## config.mk

```make
export PLATFORM = sky130hd
export DESIGN_NAME = jpeg_byte_stuffer
export DESIGN_NICKNAME = d
export VERILOG_FILES = /design/src/rtl/jpeg_byte_stuffer.sv
export SDC_FILE = /design/constraint.sdc
export NUM_CORES = 1
export LEC_CHECK = 0
export CAP_MARGIN = 10
export CORE_UTILIZATION = 35
export CTS_BUF_LIST = sky130_fd_sc_hd__clkbuf_4
export DETAILED_ROUTE_END_ITERATION = 10
export SYNTH_ARGS = -nofsm -noshare
export SYNTH_HDL_FRONTEND = slang
export SYNTH_SLANG_ARGS = --single-unit
```

## constraint.sdc

```tcl
create_clock -name clk -period 4.29 [get_ports clk]
set_input_delay 1.287 -clock clk [delete_from_list [all_inputs] [get_ports clk]]
set_output_delay 1.287 -clock clk [all_outputs]
set_load 0.05 [all_outputs]
```

## src/rtl/jpeg_byte_stuffer.sv

```systemverilog
// JPEG entropy-coded segment byte packer: buffers 32-bit Huffman words, emits MSB-first bytes
// with 0x00 stuffing after every 0xFF, and closes each image with padded residual bits plus EOI (FF D9).
module jpeg_byte_stuffer #(
    parameter int FIFO_DEPTH = 4
) (
    input  logic        clk,
    input  logic        rst,
    input  logic [31:0] JPEG_bitstream,
    input  logic        data_ready,
    input  logic [4:0]  orc,
    input  logic        flush,
    output logic [7:0]  byte_out,
    output logic        byte_valid,
    input  logic        byte_ready,
    output logic        byte_last,
    output logic        overflow,
    output logic        busy
);
    localparam int AW = (FIFO_DEPTH > 1) ? $clog2(FIFO_DEPTH) : 1;

    typedef enum logic [2:0] {IDLE, LOAD, EMIT, STUFF, EOI_FF, EOI_D9} state_t;

    typedef struct packed {
        logic        is_flush;
        logic [5:0]  nbits;
        logic [31:0] word;
    } entry_t;

    entry_t        mem [FIFO_DEPTH];
    logic [AW-1:0] wr_ptr_reg, rd_ptr_reg;
    logic [AW:0]   count_reg, count_next;
    logic          wr_en, pop, full, drop, more;
    entry_t        wr_data, head;

    logic          pend_reg, pend_next;
    logic [5:0]    pend_nbits_reg, pend_nbits_next;
    logic [31:0]   pend_word_reg, pend_word_next;
    logic          overflow_reg;

    state_t        state_reg, state_next;
    logic [31:0]   sr_reg, sr_next, pad;
    logic [2:0]    bc_reg, bc_next, load_bc;
    logic          flag_reg, flag_next, hs;

    assign full     = (count_reg == (AW+1)'(FIFO_DEPTH));
    assign more     = (count_reg > (AW+1)'(1));
    assign head     = mem[rd_ptr_reg];
    assign pad      = (head.nbits >= 6'd32) ? 32'h0 : (32'hFFFF_FFFF >> head.nbits);
    assign load_bc  = head.nbits[5:3] + {2'b00, |head.nbits[2:0]};
    assign hs       = byte_valid & byte_ready;
    assign overflow = overflow_reg;
    assign busy     = (count_reg != '0) | pend_reg | (state_reg != IDLE);

    // Write arbitration: a pending flush goes first to keep image order; a word
    // arriving in that same cycle has no slot and counts as dropped.
    always_comb begin
        wr_en           = 1'b0;
        wr_data         = '0;
        drop            = 1'b0;
        pend_next       = pend_reg;
        pend_nbits_next = pend_nbits_reg;
        pend_word_next  = pend_word_reg;
        if (pend_reg) begin
            if (!full) begin
                wr_en     = 1'b1;
                wr_data   = {1'b1, pend_nbits_reg, pend_word_reg};
                pend_next = 1'b0;
            end
            drop = data_ready;
        end else if (data_ready) begin
            if (full) begin
                drop = 1'b1;
            end else begin
                wr_en   = 1'b1;
                wr_data = {1'b0, 6'd32, JPEG_bitstream};
            end
            if (flush) begin
                pend_next       = 1'b1;
                pend_nbits_next = 6'd0;
                pend_word_next  = JPEG_bitstream;
            end
        end else if (flush) begin
            if (full) begin
                pend_next       = 1'b1;
                pend_nbits_next = {1'b0, orc};
                pend_word_next  = JPEG_bitstream;
            end else begin
                wr_en   = 1'b1;
                wr_data = {1'b1, 1'b0, orc, JPEG_bitstream};
            end
        end
    end

    // The head entry stays allocated until its last byte (or EOI) is accepted,
    // so the word being serialized still counts toward FIFO occupancy.
    always_comb begin
        state_next = state_reg;
        sr_next    = sr_reg;
        bc_next    = bc_reg;
        flag_next  = flag_reg;
        pop        = 1'b0;
        byte_out   = 8'h00;
        byte_valid = 1'b0;
        byte_last  = 1'b0;
        case (state_reg)
            IDLE: begin
                if (count_reg != '0) state_next = LOAD;
            end
            LOAD: begin
                sr_next   = head.word | pad;
                bc_next   = load_bc;
                flag_next = head.is_flush;
                if (load_bc != 3'd0) begin
                    state_next = EMIT;
                end else if (head.is_flush) begin
                    state_next = EOI_FF;
                end else begin
                    pop        = 1'b1;
                    state_next = IDLE;
                end
            end
            EMIT: begin
                byte_out   = sr_reg[31:24];
                byte_valid = 1'b1;
                if (hs) begin
                    sr_next = {sr_reg[23:0], 8'h00};
                    bc_next = bc_reg - 3'd1;
                    if (sr_reg[31:24] == 8'hFF) begin
                        state_next = STUFF;
                    end else if (bc_reg == 3'd1) begin
                        if (flag_reg) begin
                            state_next = EOI_FF;
                        end else begin
                            pop        = 1'b1;
                            state_next = more ? LOAD : IDLE;
                        end
                    end
                end
            end
            STUFF: begin
                byte_valid = 1'b1;
                if (hs) begin
                    if (bc_reg != 3'd0) begin
                        state_next = EMIT;
                    end else if (flag_reg) begin
                        state_next = EOI_FF;
                    end else begin
                        pop        = 1'b1;
                        state_next = more ? LOAD : IDLE;
                    end
                end
            end
            EOI_FF: begin
                byte_out   = 8'hFF;
                byte_valid = 1'b1;
                if (hs) state_next = EOI_D9;
            end
            EOI_D9: begin
                byte_out   = 8'hD9;
                byte_valid = 1'b1;
                byte_last  = 1'b1;
                if (hs) begin
                    pop        = 1'b1;
                    state_next = more ? LOAD : IDLE;
                end
            end
            default: state_next = IDLE;
        endcase
    end

    assign count_next = count_reg + (AW+1)'(wr_en) - (AW+1)'(pop);

    always_ff @(posedge clk) begin
        if (wr_en) mem[wr_ptr_reg] <= wr_data;
    end

    always_ff @(posedge clk) begin
        if (rst) begin
            wr_ptr_reg     <= '0;
            rd_ptr_reg     <= '0;
            count_reg      <= '0;
            pend_reg       <= 1'b0;
            pend_nbits_reg <= '0;
            pend_word_reg  <= '0;
            overflow_reg   <= 1'b0;
            state_reg      <= IDLE;
            sr_reg         <= '0;
            bc_reg         <= '0;
            flag_reg       <= 1'b0;
        end else begin
            if (wr_en) wr_ptr_reg <= wr_ptr_reg + AW'(1);
            if (pop)   rd_ptr_reg <= rd_ptr_reg + AW'(1);
            count_reg      <= count_next;
            pend_reg       <= pend_next;
            pend_nbits_reg <= pend_nbits_next;
            pend_word_reg  <= pend_word_next;
            if (drop) overflow_reg <= 1'b1;
            state_reg      <= state_next;
            sr_reg         <= sr_next;
            bc_reg         <= bc_next;
            flag_reg       <= flag_next;
        end
    end
endmodule

```

**Word-level counts from Yosys, hierarchy flattened**

Memories as Yosys holds them, arrays and structs flattened. A register that Yosys moved wholly into a read port is not among the register bits.
Index checks and enable logic that the tools add are counted.

- Equal/unequal tests: 14
- Shifts and indexed selects: 1
- Bitwise gates (word level): 5
- Reduce and logical (&&, ||, !) cells: 12
- Mux-type cells: 60
- Order comparisons: 2
- $add $sub $neg: 6

Operators by type and width:

| cell | number |
|---|---|
| $mux W39 | 5 |
| $mux W32 | 6 |
| $pmux W32 S2 | 1 |
| $mux W38 | 1 |
| $mux W3 | 12 |
| $or A32 B32 Y32 | 1 |
| $shr A32 B6 Y32 const A | 1 |
| $mux W1 | 25 |
| $mux W6 | 4 |
| $pmux W8 S3 | 1 |
| $pmux W3 S6 | 1 |
| $reduce_bool A3 Y1 | 4 |
| $ne A2 B2 Y1 const B | 5 |
| $eq A3 B3 Y1 const B | 3 |
| $eq A8 B8 Y1 const B | 1 |
| $add A3 B1 Y3 | 2 |
| $eq A3 B1 Y1 const B | 2 |
| $eq A3 B2 Y1 const B | 2 |
| $ge A6 B6 Y1 const B | 1 |
| $pmux W3 S2 | 1 |
| $reduce_and A6 Y1 | 1 |
| $add A2 B1 Y2 const B | 2 |
| $mux W2 | 2 |
| $pmux W1 S4 | 1 |
| other kinds (13) | 15 |

- Memories kept: 1
- Bits in registers: 86
- RAM bits: 156

Memory list:

| memory | depth | width | rd ports | clocked after memory_dff | write ports | RTL line | source |
|---|---|---|---|---|---|---|---|
| mem | 4 | 39 | 1 | 1 | 1 | 29 | `entry_t mem [FIFO_DEPTH];` |

**Logic depth before layout (Yosys ltp)**

Gate-level depths: netlist (run 1).

- Depth in word-level cells: 8
- Mapped depth: 15
- Mapped depth without buffers: 14

**Worst setup path after synthesis (run 1)**

Ideal clock, no wire load.

- Path kind: input to register
- Start point: in flush
- End point: mem mem[0][0] (netlist name), enable pin
- Path buffers: 0
- Cell stages on the path: 4
- Slack: 0.135 ns
- Arrival: 3.715 ns
- Cells stage by stage: nor2_1 > nor3_1 > nor2_1 > nor2b_1

- Cells in the longest elaborated chain, start to end: 5

RTL lines:

| what | RTL line | source |
|---|---|---|
| start, declared | 11 | `input logic flush,` |
| $mux W1 | 82 | `end else if (flush) begin` |
| $mux W1 | 70 | `end else if (data_ready) begin` |
| $mux W1 | 63 | `if (pend_reg) begin` |
| $mux W1 | 174 | `if (wr_en) mem[wr_ptr_reg] <= wr_data;` |
| $mux W1 (not written as such) | 174 |  |
| end, declared | 29 |  |

Every way passes these cells.

**Worst setup path after layout (run 1)**

- Start point: reg state_reg[1]
- End point: out byte_valid

- Cells in the longest elaborated chain, start to end: 3
- Elaborated cells on any way between the ends: 6
- Those cells by class: eq/ne: 4; mux: 1; reduce/logical: 1

RTL lines:

| what | RTL line | source |
|---|---|---|
| start, declared | 40 | `state_t state_reg, state_next;` |
| start signal, assigned | 198 | `state_reg <= state_next;` |
| $eq A3 B3 Y1 / $eq A3 B2 Y1 (equally long branches) | 105 | `case (state_reg)` |
| $reduce_or A4 Y1 (no source line) (*) | -- |  |
| $mux W1 (*) | 105 |  |
| end, declared | 13 | `output logic byte_valid,` |

Every way passes the cells marked *; elsewhere a longest branch is shown, timed or not.

==> results.md, run 1 <==
- Final Hold Fails: 0
- Worst r2r path cells: 14
- Pin count of the biggest net entering global routing: 41
- DP Cell Count: 1200
- Area growth syn-to-layout: 18.6%
- Initial antenna violation count: 1
- Hold path endpoint: overflow
- Synth warnings: 0
- Worst Path Required: 3.00 ns
- CTS Buffer Depth: 3
- WHS Path Cells: 2
- Critical Path Fanout Max: 16
- Setup Fix Bufs, Post-CTS: 0
- Unrepaired setup endpoints after global routing: false
- TNS Setup: 0 ns
- Die Height: 173 um
- DR WL/cell: 17.6 um
- Power, Total: 0.00808 W
- # hold bufs at CTS: 0
- IO Pins: 54
- Post-Syn Nets: 849
- Yosys cell types: 62
- Worst reg-to-reg setup slack: 0.44 ns
- Clock Root Buffer: clkbuf_4
- Worst Path Arrival: 2.75 ns
- Starting Density: 35.5%
- Skew final: 0.0481 ns
- CP cell instances: nor2b_1 > nor2_1 > inv_1 > clkdlybuf4s50_1
- Post-route setup slack: 0.257 ns
- Syn Inst Count: 791
- Post-Route WL: 23.2 mm
- Commonest non-fill, non-tap cells in the layout: edfxtp_1, nand2_1, clkbuf_4
- Reg2Reg Capture Point: count_reg[2]
- Pleak: 4.11 nW
- Max FFs per register: 156
- Resized cells post-CTS: 0
- Num CTS Buffers: 66
- Grt total ovfl: 0
- Achievable Freq: 0.248 GHz
- Cell Pwr Density: 669 mW/mm2
- Max_slew headroom: 29.8%
- EDFF count, synth: 156
- Pre-CTS setup slack: 0.484 ns
- DP Area: 0.0112 mm2
- # rows: 62
- Crit Path Category: register to output port
- Via density: 5.13
- RePlAce Congestion: 0.819
- Tmin final: 4.03 ns
- Clock Latency Late Sink: 0.65 ns
- # setup viols final: 0
- Worst hold path class: register to register
- CTS sink cnt: 243
- Run status: finished, final reports clean
- DRT iter0 DRCs: 580
- Chip width: 173 um
- FF+latch count, synth: 243
- CP max-delay cell: clkdlybuf4s50_1
- Port bufs: 53
- H-tree levels: 3
- Fin crit share: 94.0%
- Worst stage delay on the critical path: 0.79 ns
- Mean post-synth cell area: 12.9 um2
- Post-synthesis cell area: 0.0102 mm2
- Slew Limit Fails: 0
- Residual DRC count: 0
- CP bufs+invs: 2
- Slew @ Worst Pin: 1.05 ns
- Crit. End Element: output port
- Maximum VDD drop: 244 uV
- Design area: 0.0121 mm2
- Commonest non-fill, non-tap cell in the layout: edfxtp_1
- Top FF cell, synth: edfxtp_1
- DR pass1 iterations: 5
- Async SR Flop Fraction: 0%
- Core area: 0.0286 mm2
- Die ar.: 0.0298 mm2
- Final #Nets: 942
- Fill count: 2681
- Vias in the first global route: 6620
- Vias post-DR: 6763
- Hold Crit Start: overflow
- DRT antenna net count: 0
- HPWL Detailed: 14.4 mm
- Max Cap Viol: 0
- Cell family with most CP delay: buffers and inverters
- Total Routing Usage GR: 15.8%
- First-pass GRT wire length: 36.6 mm
- CTS tree: yes
- Startpoint types: register
- Share of cells above drive strength 1: 20.3%
- Register area share after synthesis: 63.2%
- Clk slew on worst S/H paths: 0.06 ns
- Post-route insts no fill: 1318
-- how the worst max path moves through the flow --
stage,to,depth (start not counted),start,slack [ns]
6_report,byte_valid,4,state_reg[1],0.26
5_1_grt,byte_out[5],4,state_reg[1],0.05
4_1_cts,byte_valid,4,state_reg[1],0.20
3_5_place_dp,count_reg[2],14,register,0.48
3_3_place_gp,count_reg[2],14,register,0.61
2_1_floorplan,mem[0][0],4,flush,0.13
-- through the flow --
stage / hold slack [ns] / util, %
2_1_floorplan: 0.418 / -
3_3_place_gp: 0.434 / 39.3
3_5_place_dp: 0.439 / 39.3
4_1_cts: 0.446 / 42.2
5_1_grt: 0.469 / 42.2
6_report: 0.441 / 42.2
-- cell families after synthesis --
| group | synth area share (%) |
|---|---|
| flip-flops | 63.2 |
| AND/OR/NAND/NOR | 11.1 |
| multiplexers | 8.78 |
| buffers and inverters | 2.89 |
| XOR/XNOR | 0.258 |
| AO/OA/AOI/OAI | 11.8 |
| adder cells (fa/ha/maj) | 2.04 |
-- cells in the mapped netlist, types with 2 or more instances --
cell type / n / area [um2]
edfxtp_1: 156 / 4680
nand2_1: 112 / 420
dfxtp_1: 87 / 1740
a21oi_1: 57 / 285
nor2_1: 45 / 169
mux4_2: 38 / 856
a22o_1: 37 / 324
clkbuf_1: 33 / 124
o21ai_0: 28 / 140
nor3_1: 23 / 115
inv_1: 20 / 75.1
a211oi_1: 17 / 128
ha_1: 15 / 188
nor4_1: 15 / 93.8
buf_2: 10 / 50.1
nor2b_1: 9 / 56.3
a2111oi_0: 8 / 70.1
nand3b_1: 7 / 52.6
buf_1: 5 / 18.8
a221oi_1: 4 / 35.0
nand2b_1: 4 / 25.0
nor3b_1: 4 / 30.0
or3_1: 4 / 25.0
nand3_1: 3 / 15.0
nand4_1: 3 / 18.8
xnor2_1: 3 / 26.3
buf_4: 2 / 15.0
nor2_2: 2 / 12.5
nor3b_2: 2 / 25.0
o211ai_1: 2 / 15.0
o21ai_1: 2 / 10.0
o221ai_1: 2 / 17.5
o22a_1: 2 / 17.5
o31ai_1: 2 / 15.0
-- layout make-up --
| type | count | area, um2 | share of cell area, % |
|---|---|---|---|
| multi-input combinational | 477 | 3510 | 29.1 |
| inverter | 20 | 75.1 | 0.622 |
| timing repair buffer | 76 | 748 | 6.20 |
| sequential | 243 | 6430 | 53.3 |
| antenna | 1 | 2.50 | 0.0207 |
| tap | 384 | 480 | 3.98 |
| clock buffer | 103 | 773 | 6.41 |
| clock inverter | 14 | 53.8 | 0.446 |
-- metal layers --
layer / wire, um / global-route usage (%)
met5: 0 / 0
met4: 341 / 5.95
met1: 10700 / 21.5
met3: 1330 / 3.67
met2: 10800 / 24.3
-- worst reg2reg max path, delay by kind of cell, from the launching register on --
kind / cells / cell delay, ns
adder cells (fa/ha/maj): 5 / 1.32
AND/OR/NAND/NOR: 4 / 0.93
multiplexers: 1 / 0.57
flip-flops: 1 / 0.43
AO/OA/AOI/OAI: 1 / 0.18
XOR/XNOR: 1 / 0.16
buffers and inverters: 2 / 0.11
-- power by group --
group,internal (W),switching [W],total (W)
combinational,0.000978,0.00161,0.00259
sequential,0.00320,0.000270,0.00347
clock,0.00109,0.000927,0.00202
(Power assumes the default switching activity.)
==> inputs of run 2 (changes only) <==
--- a/config.mk
+++ b/config.mk
@@ -6,6 +6,7 @@
 export NUM_CORES = 1
 export LEC_CHECK = 0
 export CAP_MARGIN = 10
+export CORE_ASPECT_RATIO = 1.4
 export CORE_UTILIZATION = 35
 export CTS_BUF_LIST = sky130_fd_sc_hd__clkbuf_4
 export DETAILED_ROUTE_END_ITERATION = 10
==> run 2 against run 1 <==
Clock power is 5% lower. Via count is 1.4% lower. Highest routed layer unchanged. Utilization is 0.13 points lower. Combinational power hardly changed. Sequential power hardly changed. Critical path type unchanged. Clock skew is 0.012 ns higher.
==> results.md, run 2 (same netlist as run 1, synthesis figures left out) <==
- Reg2Reg Capture Point: count_reg[2] (unchanged)
- Core area: 0.0285 mm2 (was 0.0286 mm2)
- Via density: 5.12 (was 5.13)
- Tmin final: 3.86 ns (was 4.03 ns)
- CTS sink cnt: 243 (unchanged)
- Pleak: 4.06 nW (was 4.11 nW)
- Sw Ratio: 34.6% (was 34.8%)
- Worst setup path start: state_reg[0] (was state_reg[1])
- HPWL Detailed: 15.1 mm (was 14.4 mm)
- Hold path endpoint: overflow (unchanged)
- Worst Path Arrival: 2.57 ns (was 2.75 ns)
- Met1 usage: 18.3% (was 21.5%)
- Post-route setup slack: 0.433 ns (was 0.257 ns)
- Cell Pwr Density: 662 mW/mm2 (was 669 mW/mm2)
- CTS Buffer Depth: 3 (unchanged)
- DRT antenna net count: 0 (unchanged)
- RePlAce Congestion: 0.826 (was 0.819)
- WHS Path Cells: 2 (unchanged)
- Run status: finished, final reports clean (unchanged)
- Clk slew on worst S/H paths: 0.07 ns (was 0.06 ns)
- # hold bufs at CTS: 0 (unchanged)
- Num CTS Buffers: 58 (was 66)
- Crit Path Category: register to output port (unchanged)
- Worst hold path class: register to register (unchanged)
- Area growth syn-to-layout: 17.7% (was 18.6%)
- Final #Nets: 935 (was 942)
- Pin count of the biggest net entering global routing: 47 (was 41)
- Maximum VDD drop: 255 uV (was 244 uV)
- Vias post-DR: 6666 (was 6763)
- Clock Root Buffer: clkbuf_4 (unchanged)
- Clk network pwr share: 24.1% (was 25.0%)
- Net switching power: 0.00275 W (was 0.00281 W)
- TNS Setup: 0 ns (unchanged)
- Slew Limit Fails: 0 (unchanged)
- Resized cells post-CTS: 0 (unchanged)
- Sequential power share: 43.5% (was 43.0%)
- Slew @ Worst Pin: 0.653 ns (was 1.05 ns)
- Chip width: 146 um (was 173 um)
- Achievable Freq: 0.259 GHz (was 0.248 GHz)
- # rows: 73 (was 62)
- DR pass1 iterations: 5 (unchanged)
- DRT iter0 DRCs: 389 (was 580)
- Worst Path Required: 3.00 ns (about the same)
- IO Pins: 54 (unchanged)
- Max_slew headroom: 56.3% (was 29.8%)
- Worst reg-to-reg setup slack: 0.44 ns (about the same)
- Startpoint types: register (unchanged)
- Vias in the first global route: 6784 (was 6620)
- Commonest non-fill, non-tap cell in the layout: edfxtp_1 (unchanged)
- Clock Latency Late Sink: 0.70 ns (was 0.65 ns)
- Critical Path Fanout Max: 14 (was 16)
- Post-Route WL: 22.8 mm (was 23.2 mm)
- Worst r2r path cells: 14 (unchanged)
- Crit. End Element: output port (unchanged)
- Fin crit share: 89.9% (was 94.0%)
- Unrepaired setup endpoints after global routing: false (unchanged)
- Grt met2 use: 28.1% (was 24.3%)
- P_int: 0.00518 W (was 0.00527 W)
- Die ar.: 0.0298 mm2 (about the same)
- DR WL/cell: 17.5 um (was 17.6 um)
- Max FFs per register: 156 (unchanged)
- H-tree levels: 2 (was 3)
- GR peak layer: met2 (unchanged)
- First-pass GRT wire length: 36.6 mm (unchanged)
- Commonest non-fill, non-tap cells in the layout: edfxtp_1, nand2_1, clkbuf_4 (unchanged)
- # setup viols final: 0 (unchanged)
- Initial antenna violation count: 1 (unchanged)
- Share of cells above drive strength 1: 19.2% (was 20.3%)
- Comb power frac: 32.4% (was 32.1%)
- Final Hold Fails: 0 (unchanged)
- Residual DRC count: 0 (unchanged)
- Total Routing Usage GR: 15.7% (was 15.8%)
- Skew final: 0.0601 ns (was 0.0481 ns)
- CTS tree: yes (unchanged)
- Grt total ovfl: 0 (unchanged)
- Starting Density: 35.7% (was 35.5%)
- Die Height: 204 um (was 173 um)
- Port bufs: 53 (unchanged)
- Routing usage on met3: 2.86% (was 3.67%)
- Setup Fix Bufs, Post-CTS: 0 (unchanged)
- Max Cap Viol: 0 (unchanged)
- Hold Crit Start: overflow (unchanged)
- Pre-CTS setup slack: 0.446 ns (was 0.484 ns)
## run 2: cell count changes in the layout (fill, tap and decap cells not counted), sizes merged
cell | previous run | this run
clkinvlp | 0 | 1
clkbuf | 103 | 90
clkinv | 12 | 17
buf | 24 | 25
inv | 22 | 21
bufinv | 0 | 1
## run 2: stage by stage
step / hold WS [ns] / utilization [%] / instance area (um2) / cells / total power (W)
finish: 0.443 / 42.0 / 12000 / 1303 / 0.00793
global route: 0.467 / 42.0 / 12000 / 1303 / 0.00843
CTS: 0.447 / 42.0 / 12000 / 1302 / 0.00803
detailed placement: 0.437 / 39.3 / 11200 / 1192 / 0.00609
global placement: 0.434 / 39.3 / 11200 / 1192 / 0.00605
floorplan: 0.418 / - / 10200 / 791 / 0.00524
## run 2: worst max path at each step
stage	to	slack (ns)	depth (start not counted)
6_report	byte_last	0.43	3
5_1_grt	byte_last	0.21	3
4_1_cts	byte_out[3]	0.35	4
3_5_place_dp	count_reg[2]	0.45	14
3_3_place_gp	count_reg[2]	0.49	14
2_1_floorplan	mem[0][0]	0.13	4
## run 2: worst max-delay path, stage by stage (launching register included)
cell             delay, ns
dfxtp_1               0.60
inv_1                 0.26
nor2_1                0.21
clkdlybuf4s50_1       0.83
## run 2: layout make-up
cell class	count	area, um2
Multi-Input combinational cell	477	3500
Tap cell	375	469
Timing Repair Buffer	77	718
Inverter	20	75.1
Clock buffer	90	676
Antenna cell	1	2.50
Fill cell	2722	16500
Sequential cell	243	6430
Clock inverter	20	106
## run 2: metal layers
metal | up-vias | part of all wire (%) | routed length (um)
li1 | 3218 | - | -
met1 | 3266 | 42 | 9520
met2 | 139 | 52 | 11800
met3 | 43 | 3.6 | 829
met4 | 0 | 2.7 | 626
met5 | - | 0 | 0
## run 2: power groups by stage
stage	logic, W	clock network [W]	registers [W]
after floorplan	0.00181	0	0.00343
after global placement	0.00257	0	0.00348
after detailed placement	0.00259	0	0.00350
after CTS	0.00260	0.00198	0.00345
after global routing	0.00282	0.00210	0.00352
final	0.00257	0.00191	0.00345
